<file path="config.mk">
export PLATFORM = sky130hd
export DESIGN_NAME = ssriscv_ifu_fetch_flat
export DESIGN_NICKNAME = d
export VERILOG_FILES = /design/src/rtl/ssriscv_ifu_pkg.sv /design/src/rtl/ssriscv_ifu_fetch_if.sv /design/src/rtl/ssriscv_ifu_tagfifo.sv /design/src/rtl/ssriscv_ifu_fetch.sv /design/src/flat_wrapper.sv
export SDC_FILE = /design/constraint.sdc
export NUM_CORES = 1
export LEC_CHECK = 0
export CORE_UTILIZATION = 48
export DETAILED_ROUTE_END_ITERATION = 7
export PLACE_DENSITY_LB_ADDON = 0.08
export SYNTH_ARGS = -nofsm -noshare
export SYNTH_HDL_FRONTEND = slang
export SYNTH_SLANG_ARGS = --single-unit
</file>
<file path="constraint.sdc">
create_clock -name clk -period 4.2 [get_ports clk]
set_clock_uncertainty 0.2 [all_clocks]
set_input_delay 0.84 -clock clk [delete_from_list [all_inputs] [get_ports clk]]
set_output_delay 0.84 -clock clk [all_outputs]
set_load 0.02 [all_outputs]
</file>
<file path="src/rtl/ssriscv_ifu_pkg.sv">
// Shared types and constants for the instruction fetch unit.
package ssriscv_ifu_pkg;

    localparam logic [31:0] INST_NOP = 32'h0000_0013;
    localparam logic [31:0] PC_INC   = 32'd4;

    typedef struct packed {
        logic [31:0] inst;
        logic [31:0] pc;
        logic        fault;
    } iq_entry_t;

endpackage

</file>
<file path="src/rtl/ssriscv_ifu_fetch_if.sv">
// Fetch-stage bundle: PC loop, imem request/response, redirect, decode side.
interface ssriscv_ifu_fetch_if;
    import ssriscv_ifu_pkg::*;

    logic [31:0] pc_now;
    logic [31:0] pc_next;
    logic        imem_req_valid;
    logic        imem_req_ready;
    logic [31:0] imem_req_addr;
    logic        imem_rsp_valid;
    logic [31:0] imem_rsp_data;
    logic        imem_rsp_err;
    logic        redirect_valid;
    logic [31:0] redirect_pc;
    logic        id_valid;
    logic        id_ready;
    logic [31:0] id_inst;
    logic [31:0] id_pc;
    logic        id_fault;

    modport master (
        input  pc_now,
        output pc_next,
        output imem_req_valid,
        input  imem_req_ready,
        output imem_req_addr,
        input  imem_rsp_valid,
        input  imem_rsp_data,
        input  imem_rsp_err,
        input  redirect_valid,
        input  redirect_pc,
        output id_valid,
        input  id_ready,
        output id_inst,
        output id_pc,
        output id_fault
    );

    modport slave (
        output pc_now,
        input  pc_next,
        input  imem_req_valid,
        output imem_req_ready,
        input  imem_req_addr,
        output imem_rsp_valid,
        output imem_rsp_data,
        output imem_rsp_err,
        output redirect_valid,
        output redirect_pc,
        input  id_valid,
        output id_ready,
        input  id_inst,
        input  id_pc,
        input  id_fault
    );

endinterface

</file>
<file path="src/rtl/ssriscv_ifu_tagfifo.sv">
// Small synchronous FIFO with occupancy output, used for PC tags and the
// instruction queue.
module ssriscv_ifu_tagfifo
    import ssriscv_ifu_pkg::*;
#(
    parameter  int WIDTH = 32,
    parameter  int DEPTH = 2,
    localparam int AW    = (DEPTH > 1) ? $clog2(DEPTH) : 1,
    localparam int CW    = $clog2(DEPTH + 1)
) (
    input  logic             clk,
    input  logic             rst_n,
    input  logic             i_clr,
    input  logic             i_push,
    input  logic [WIDTH-1:0] i_wdata,
    input  logic             i_pop,
    output logic [WIDTH-1:0] o_rdata,
    output logic [CW-1:0]    o_count,
    output logic             o_empty
);

    logic [WIDTH-1:0] r_mem [DEPTH];
    logic [AW-1:0]    r_wptr;
    logic [AW-1:0]    r_rptr;
    logic [CW-1:0]    r_count;
    logic             w_pop;

    function automatic logic [AW-1:0] f_inc(input logic [AW-1:0] p);
        return (p == AW'(DEPTH - 1)) ? '0 : p + 1'b1;
    endfunction

    assign w_pop   = i_pop && (r_count != '0);
    assign o_rdata = r_mem[r_rptr];
    assign o_count = r_count;
    assign o_empty = (r_count == '0);

    always_ff @(posedge clk or negedge rst_n) begin
        if (!rst_n) begin
            for (int i = 0; i < DEPTH; i++) r_mem[i] <= '0;
            r_wptr  <= '0;
            r_rptr  <= '0;
            r_count <= '0;
        end else if (i_clr) begin
            r_wptr  <= '0;
            r_rptr  <= '0;
            r_count <= '0;
        end else begin
            if (i_push) begin
                r_mem[r_wptr] <= i_wdata;
                r_wptr        <= f_inc(r_wptr);
            end
            if (w_pop) r_rptr <= f_inc(r_rptr);
            if (i_push && !w_pop) r_count <= r_count + 1'b1;
            else if (!i_push && w_pop) r_count <= r_count - 1'b1;
        end
    end

    a_no_push_full: assert property (@(posedge clk) disable iff (!rst_n)
        !(i_push && r_count == CW'(DEPTH)));

endmodule

</file>
<file path="src/rtl/ssriscv_ifu_fetch.sv">
// Fetch stage: credit-limited in-order imem requests, PC tagging,
// redirect discard and the decode-facing instruction queue.
module ssriscv_ifu_fetch
    import ssriscv_ifu_pkg::*;
#(
    parameter int IQ_DEPTH      = 2,
    parameter int PC_FIFO_DEPTH = 2
) (
    input logic                 clk,
    input logic                 rst_n,
    ssriscv_ifu_fetch_if.master bus
);

    localparam int            CW     = $clog2(IQ_DEPTH + 1);
    localparam int            TW     = $clog2(PC_FIFO_DEPTH + 1);
    localparam logic [CW:0]   IQ_MAX = (CW + 1)'(IQ_DEPTH);

    logic          r_started;
    logic [CW-1:0] r_out;
    logic [CW-1:0] r_discard;
    logic [CW-1:0] w_out_nxt;
    logic [CW-1:0] w_q_cnt;
    logic          w_q_empty;
    iq_entry_t     w_q_head;
    iq_entry_t     w_q_wdata;
    logic [31:0]   w_tag;
    logic [TW-1:0] w_tag_cnt;
    logic          w_tag_empty;
    logic [CW:0]   w_used;
    logic          w_req_valid;
    logic          w_fire;
    logic          w_rsp;
    logic          w_drop;
    logic          w_q_push;
    logic          w_q_pop;

    assign w_used      = {1'b0, w_q_cnt} + {1'b0, r_out};
    assign w_req_valid = r_started && !bus.redirect_valid && (w_used < IQ_MAX);
    assign w_fire      = w_req_valid && bus.imem_req_ready;
    assign w_rsp       = bus.imem_rsp_valid;
    // Responses in the redirect cycle belong to the old stream as well.
    assign w_drop      = bus.redirect_valid || (r_discard != '0);
    assign w_q_push    = w_rsp && !w_drop;
    assign w_q_pop     = !w_q_empty && bus.id_ready && !bus.redirect_valid;
    assign w_q_wdata   = '{inst: bus.imem_rsp_data, pc: w_tag,
                           fault: bus.imem_rsp_err};

    assign bus.imem_req_valid = w_req_valid;
    assign bus.imem_req_addr  = bus.pc_now;
    assign bus.id_valid       = !w_q_empty;
    assign bus.id_inst        = w_q_head.inst;
    assign bus.id_pc          = w_q_head.pc;
    assign bus.id_fault       = w_q_head.fault;

    always_comb begin
        bus.pc_next = bus.pc_now;
        unique case (1'b1)
            bus.redirect_valid: bus.pc_next = bus.redirect_pc;
            w_fire:             bus.pc_next = bus.pc_now + PC_INC;
            default:            bus.pc_next = bus.pc_now;
        endcase
    end

    always_comb begin
        w_out_nxt = r_out;
        if (w_fire && !w_rsp) w_out_nxt = r_out + 1'b1;
        else if (!w_fire && w_rsp) w_out_nxt = r_out - 1'b1;
    end

    always_ff @(posedge clk or negedge rst_n) begin
        if (!rst_n) begin
            r_started <= 1'b0;
            r_out     <= '0;
            r_discard <= '0;
        end else begin
            r_started <= 1'b1;
            r_out     <= w_out_nxt;
            if (bus.redirect_valid) r_discard <= w_out_nxt;
            else if (w_rsp && r_discard != '0) r_discard <= r_discard - 1'b1;
        end
    end

    ssriscv_ifu_tagfifo #(
        .WIDTH (32),
        .DEPTH (PC_FIFO_DEPTH)
    ) u_tag (
        .clk     (clk),
        .rst_n   (rst_n),
        .i_clr   (1'b0),
        .i_push  (w_fire),
        .i_wdata (bus.pc_now),
        .i_pop   (w_rsp),
        .o_rdata (w_tag),
        .o_count (w_tag_cnt),
        .o_empty (w_tag_empty)
    );

    ssriscv_ifu_tagfifo #(
        .WIDTH ($bits(iq_entry_t)),
        .DEPTH (IQ_DEPTH)
    ) u_iq (
        .clk     (clk),
        .rst_n   (rst_n),
        .i_clr   (bus.redirect_valid),
        .i_push  (w_q_push),
        .i_wdata (w_q_wdata),
        .i_pop   (w_q_pop),
        .o_rdata (w_q_head),
        .o_count (w_q_cnt),
        .o_empty (w_q_empty)
    );

    a_tag_tracks_out: assert property (@(posedge clk) disable iff (!rst_n)
        w_tag_cnt == TW'(r_out));
    a_rsp_has_tag: assert property (@(posedge clk) disable iff (!rst_n)
        !(w_rsp && w_tag_empty));

endmodule

</file>
<file path="src/flat_wrapper.sv">
// flat-port wrapper written by rule: the top's interface ports become plain ports
module ssriscv_ifu_fetch_flat import ssriscv_ifu_pkg::*;
#(
    parameter int IQ_DEPTH      = 2,
    parameter int PC_FIFO_DEPTH = 2
)
  (clk, rst_n, bus_pc_now, bus_pc_next, bus_imem_req_valid, bus_imem_req_ready, bus_imem_req_addr, bus_imem_rsp_valid, bus_imem_rsp_data, bus_imem_rsp_err, bus_redirect_valid, bus_redirect_pc, bus_id_valid, bus_id_ready, bus_id_inst, bus_id_pc, bus_id_fault);
  ssriscv_ifu_fetch_if bus_i ();
  input logic clk;
  input logic rst_n;
  input wire logic [$bits(bus_i.pc_now)-1:0] bus_pc_now;
  output wire logic [$bits(bus_i.pc_next)-1:0] bus_pc_next;
  output wire logic [$bits(bus_i.imem_req_valid)-1:0] bus_imem_req_valid;
  input wire logic [$bits(bus_i.imem_req_ready)-1:0] bus_imem_req_ready;
  output wire logic [$bits(bus_i.imem_req_addr)-1:0] bus_imem_req_addr;
  input wire logic [$bits(bus_i.imem_rsp_valid)-1:0] bus_imem_rsp_valid;
  input wire logic [$bits(bus_i.imem_rsp_data)-1:0] bus_imem_rsp_data;
  input wire logic [$bits(bus_i.imem_rsp_err)-1:0] bus_imem_rsp_err;
  input wire logic [$bits(bus_i.redirect_valid)-1:0] bus_redirect_valid;
  input wire logic [$bits(bus_i.redirect_pc)-1:0] bus_redirect_pc;
  output wire logic [$bits(bus_i.id_valid)-1:0] bus_id_valid;
  input wire logic [$bits(bus_i.id_ready)-1:0] bus_id_ready;
  output wire logic [$bits(bus_i.id_inst)-1:0] bus_id_inst;
  output wire logic [$bits(bus_i.id_pc)-1:0] bus_id_pc;
  output wire logic [$bits(bus_i.id_fault)-1:0] bus_id_fault;
  assign bus_i.pc_now = bus_pc_now;
  assign bus_pc_next = bus_i.pc_next;
  assign bus_imem_req_valid = bus_i.imem_req_valid;
  assign bus_i.imem_req_ready = bus_imem_req_ready;
  assign bus_imem_req_addr = bus_i.imem_req_addr;
  assign bus_i.imem_rsp_valid = bus_imem_rsp_valid;
  assign bus_i.imem_rsp_data = bus_imem_rsp_data;
  assign bus_i.imem_rsp_err = bus_imem_rsp_err;
  assign bus_i.redirect_valid = bus_redirect_valid;
  assign bus_i.redirect_pc = bus_redirect_pc;
  assign bus_id_valid = bus_i.id_valid;
  assign bus_i.id_ready = bus_id_ready;
  assign bus_id_inst = bus_i.id_inst;
  assign bus_id_pc = bus_i.id_pc;
  assign bus_id_fault = bus_i.id_fault;
  ssriscv_ifu_fetch #(.IQ_DEPTH(IQ_DEPTH), .PC_FIFO_DEPTH(PC_FIFO_DEPTH)) u_core (.clk(clk), .rst_n(rst_n), .bus(bus_i));
endmodule
</file>
======== Word level (Yosys, flattened, before mapping) ========
Index checks and enable logic that the tools add are counted.
W data, S select, Z words.
operators by class
  add/sub/neg operators ................... 13
  $lt $le $gt $ge ......................... 7
  mux-type cells .......................... 30
  bitwise gates (word level) .............. 5
  reduce and logical (&&, ||, !) cells .... 36
operator list
  operator                 number
  $mux W65                 4
  $bwmux W130              1
  $mux W32                 4
  $demux W65 S1            1
  $bwmux W64               1
  $pmux W32 S2             1
  $add A32 B3 Y32 const B  1
  $demux W32 S1            1
  $mux W2                  9
  $logic_and A1 B1 Y1      17
  $reduce_bool A2 Y1       7
  $ge A2 B2 Y1 const B     4
  $logic_not A1 Y1         8
  $mux W1                  8
  $not A1 Y2               4
  $sub A2 B1 Y2 const B    4
  $add A2 B1 Y2 const B    3
  $add A1 B1 Y1 const B    4
  $lt A2 B1 Y1 const B     2
  $add A2 B2 Y3            1
  $lt A3 B2 Y1 const B     1
  $reduce_bool A3 Y1       1
  $logic_not A2 Y1         1
  $reduce_and A2 Y1        1
  other kinds (2)          2
storage, ports and cells
  bits in registers ....................... 207
  input bits .............................. 103

======== Longest topological paths before layout ========
  depth in word-level cells ............... 9
  depth in mapped cells ................... 11

======== Modules after synthesis ========
Synthesis repeated with hierarchy kept, for this count alone.
unflattened totals
  cells, all modules ...................... 823
  area total of the unflattened synthesis .. 10981.8 um^2
by module, submodules not included
  module                               times used  cells an instance  area each (um^2)  seq. area each (um^2)
  ssriscv_ifu_tagfifo at u_core.u_iq   1           368                6078.3            3353.2
  ssriscv_ifu_tagfifo at u_core.u_tag  1           194                3188.1            1701.6
  ssriscv_ifu_fetch                    1           261                1715.4            125.1

======== Worst setup path before layout ========
No wires, ideal clock.
  path type ............................... reg2out
  start point ............................. register u_core.r_out[0]
  end point ............................... output bus_pc_next[21]
  data arrival time ....................... 2940 ps
  required time ........................... 3160 ps
  path slack .............................. 220 ps
  stages on the path, launching flop included .. 9
  path buffers ............................ 1
  cells stage by stage .................... dfrtp_1 > and2_1 > fa_1 > nor4b_4 > nand2_4 > inv_2 > buf_6 > nand3_1 > o311ai_0
between the ends
  cells in the longest elaborated chain, start to end .. 5
RTL lines
  what                      line                     source
  start: declaration        ssriscv_ifu_fetch.sv:19  logic [CW-1:0] r_out;
  start signal: assignment  ssriscv_ifu_fetch.sv:77  r_out <= w_out_nxt;
  $add A2 B2 Y3             ssriscv_ifu_fetch.sv:37  assign w_used = {1'b0, w_q_cnt} + {1'b0, r_out};
  $lt A3 B2 Y1              ssriscv_ifu_fetch.sv:38  assign w_req_valid = r_started && !bus.redirect_valid && (w_used < IQ_MAX);
  $logic_and A1 B1 Y1       ssriscv_ifu_fetch.sv:38
  via bus_imem_req_valid    flat_wrapper.sv:13       output wire logic [$bits(bus_i.imem_req_valid)-1:0] bus_imem_req_valid;
  $logic_and A1 B1 Y1       ssriscv_ifu_fetch.sv:39  assign w_fire = w_req_valid && bus.imem_req_ready;
  $pmux W32 S2              ssriscv_ifu_fetch.sv:57  unique case (1'b1)
  end: declaration          flat_wrapper.sv:12       output wire logic [$bits(bus_i.pc_next)-1:0] bus_pc_next;
The timed path passes the listed nets, and every way through them passes these cells.

======== Worst setup path after layout ========
  start point ............................. register u_core.r_out[0]
  end point ............................... output bus_pc_next[17]
between the ends
  cells in the longest elaborated chain, start to end .. 5
RTL lines
  what                 line
  $add A2 B2 Y3        ssriscv_ifu_fetch.sv:37
  $lt A3 B2 Y1         ssriscv_ifu_fetch.sv:38
  $logic_and A1 B1 Y1  ssriscv_ifu_fetch.sv:38
  $logic_and A1 B1 Y1  ssriscv_ifu_fetch.sv:39
  $pmux W32 S2         ssriscv_ifu_fetch.sv:57
No other way between the ends.

==> flow_summary.yaml <==
clock_tree:
  htree_levels: 1
  clk_pin_slew_worst_paths_ns: 0.06
  clk_root_buffer_cell: "clkbuf_16"
  max-clock-path-buffers: 3
  clk_latency_ns: 0.49
  total_cts_buffers: 22
  cts_tree: "built"
  cts.sinks: 207
critical_path:
  critical_path.max_fanout: 11
  critical_path.max_stage_delay_ns: 0.46
  cp-start-kind: "flip-flop"
  cp.required_ns: 3.16
  end_kind: "primary output"
  worst_ep_arrival_time_ns: 3.07
  crit_path_cell_trace: "and2_1 -> fa_2 -> nor4b_4 -> nand2_4 -> inv_2 -> buf_6 -> buf_4 -> nand4_1 -> o211ai_1 -> buf_2"
  critical-path-top-delay-family: "simple AND/OR/NAND/NOR gates"
  cp_num_buf_inv: 4
  crit_path_top_delay_cell: "fa_2"
  critical_path_class: "flip-flop to primary output"
placed_design:
  routabilityCongestion: 0.867
  placed_cells_incl_taps: 1356
  post-dp-hpwl_mm: 17.8
  buffer_ports.inserted: 233
logic_synthesis:
  synth_enable_flop_cells: 0
  post_synth_instance_area_um2: 10000
  syn_inst: 859
  synth_seq_area_share_pct: 51.7
  async_reset_ff_share_pct: 100
  synth_fp_nets: 966
  yosysUniqueCellTypes: 50
  post_synth.cell_area_avg_um2: 11.7
  postSynth.topFlopCell: "dfrtp_1"
  ys_seq_elements: 207
  yosys_warnings: 0
power:
  total_leakage_power_nw: 6.04
  power.ir.vdd_worst_mv: 0.265
  total_power_mw: 8.74
  p_per_area_nw_per_um2: 639
sta:
  timing.hold.ws_ns: 0.256
  worst_pin_slew_ns: 1.04
  relative_slew_slack_pct: 30.9
  hold_violations_final: 0
  final-max-slew-violation-count: 0
  fmax_mhz: 244
  post-route-min-period_ns: 4.11
  fin_crit_sh_pct: 97.8
  setup_violations: 0
  rsz_0062_raised_after_global_routing: "true"
drt:
  drtPass1Iterations: 4
  avgRoutedWirePerCell_um: 18.3
  drt_first_iter_violations: 344
  vias: 7489
  detail_route.drc_violations: 0
  ant_nets: 0
  post_drt_via_cell_ratio: 5.36
  drt_wl_total_mm: 25.6
global_route:
  grt.total_usage_pct: 24.1
  grt_antenna_before_repair: 0
  first_global_vias: 7730
  first_pass_grt_wire_length_mm: 41.0
  grt_start_max_net_pins: 102
  grt_overflow: 0
final_layout:
  most-common-layout-cells: "dfrtp_1, clkdlybuf4s50_1, mux2_2"
  fillers: 1579
  ff_latch_area_um2: 5180
  fin_util_pct: 67.1
  stdcell_count: 1397
  insertedDiodeCount: 0
  share_of_cells_above_drive_strength_1_pct: 31.2
  multiInputGateArea_um2: 4420
  area_growth_syn_to_layout_pct: 36.3
  layout_commonest_cell: "dfrtp_1"
  nNetsFinal: 1218
job:
  max_cap_violations: 0
floorplan:
  dieWidth_um: 147
  placement_rows: 52
  ioPinCount: 234
  die_area_um2: 21500
  dieHeight_um: 147
  initial_core_util_pct: 49.2
  core-area_um2: 20400
outcome:
  status: "completed"
min_path:
  hold_path.class: "input pin to async pin"
## registers in the layout, summed over array words and instances (netlist names)
signal and count:
u_core.r_discard 2, u_core.r_out 2, u_core.r_started 1, u_core.u_iq.o_count 2, u_core.u_iq.r_mem 130, u_core.u_iq.r_rptr 1, u_core.u_iq.r_wptr 1, u_core.u_tag.o_count 2
u_core.u_tag.r_mem 64, u_core.u_tag.r_rptr 1, u_core.u_tag.r_wptr 1
## layer usage
metal / wire [um] / share of wire [%] / up-vias / global-route usage [%]
met2: 12100 / 47 / 252 / 39.9
met3: 1560 / 6.1 / 38 / 4.31
met5: 0 / 0 / - / 0
met1: 11400 / 45 / 3670 / 32.6
met4: 498 / 1.9 / 0 / 6.25
li1: - / - / 3529 / -
## power by group
part           switching [mW]  internal [mW]
clock                   0.765           1.26
sequential              0.499           2.82
combinational            1.54           1.86
## cells in the mapped netlist, types with 2 or more instances
cell      instances  share of area (%)
mux2_2          192                 22
dfrtp_1         207                 52
o311ai_0         15                1.3
and2_1            2               0.12
xnor2_1           5               0.44
mux2i_1          34                3.4
or2_2             2               0.12
o21ai_0          51                2.5
o211ai_1         16                1.2
a221o_1           3               0.30
clkbuf_1         27                1.0
a21oi_1          37                1.8
nand2_4           2               0.22
o311ai_1          2               0.17
nor4_1            2               0.12
buf_6             3               0.34
buf_2            19               0.95
nand4_1           9               0.56
ha_1              3               0.37
a31oi_1           2               0.12
buf_4            32                2.4
nand3_1          19               0.95
nand2_1          81                3.0
nand2b_1          3               0.19
nor2_1           48                1.8
and3_1            3               0.19
inv_1            10               0.37
or3_1             2               0.12
xor2_1            6               0.52
a21o_1            2               0.15
## cell families after synthesis
| logic type | share of synthesized area [%] |
|---|---|
| compound gates | 8.15 |
| xor+xnor | 0.961 |
| fa+ha+maj | 0.574 |
| buf+inv | 5.19 |
| flops | 51.7 |
| mux | 25.0 |
| other cells | 0.0374 |
| simple gates | 8.46 |
## worst paths after layout
path	start	end	slack [ns]	cells after the start
max	u_core.r_out[0]	bus_pc_next[17]	0.09	10
min	rst_n	u_core.u_iq.r_mem[125]	0.26	1
max reg2reg	u_core.r_out[0]	u_core.u_tag.r_mem[36]	0.77	10
min reg2reg	u_core.u_tag.o_count[1]	u_core.u_tag.o_count[1]	0.26	1
max in group asynchronous	rst_n	u_core.u_iq.r_mem[72]	2.77	2
min in group clk	u_core.u_tag.o_count[1]	u_core.u_tag.o_count[1]	0.26	1
## area by class of cell
type	count	share of cell area (%)
inverter	12	0.330
multi-input combinational	558	32.3
sequential	207	37.9
clock inverter	8	0.860
timing repair buffer	310	21.3
clock buffer	32	4.75
tap	270	2.47
## metrics by stage
stage               cell area [um^2]  worst slack (ns)  TNS [ns]
floorplan                      10000             0.220         0
global placement               12900            -0.190     -1.22
detailed placement             12900            -0.153     -1.92
CTS                            13700          0.000316         0
global route                   13700           -0.0170   -0.0252
finish                         13700            0.0941         0
## repair_timing
action                     4_1_cts  5_1_grt
pin swaps                        3        8
gates resized for setup         93       29
hold buffers                     0        0
setup endpoints to repair       30       19
setup buffers                    1        0
Note: power is estimated with default switching activity, not from simulation.
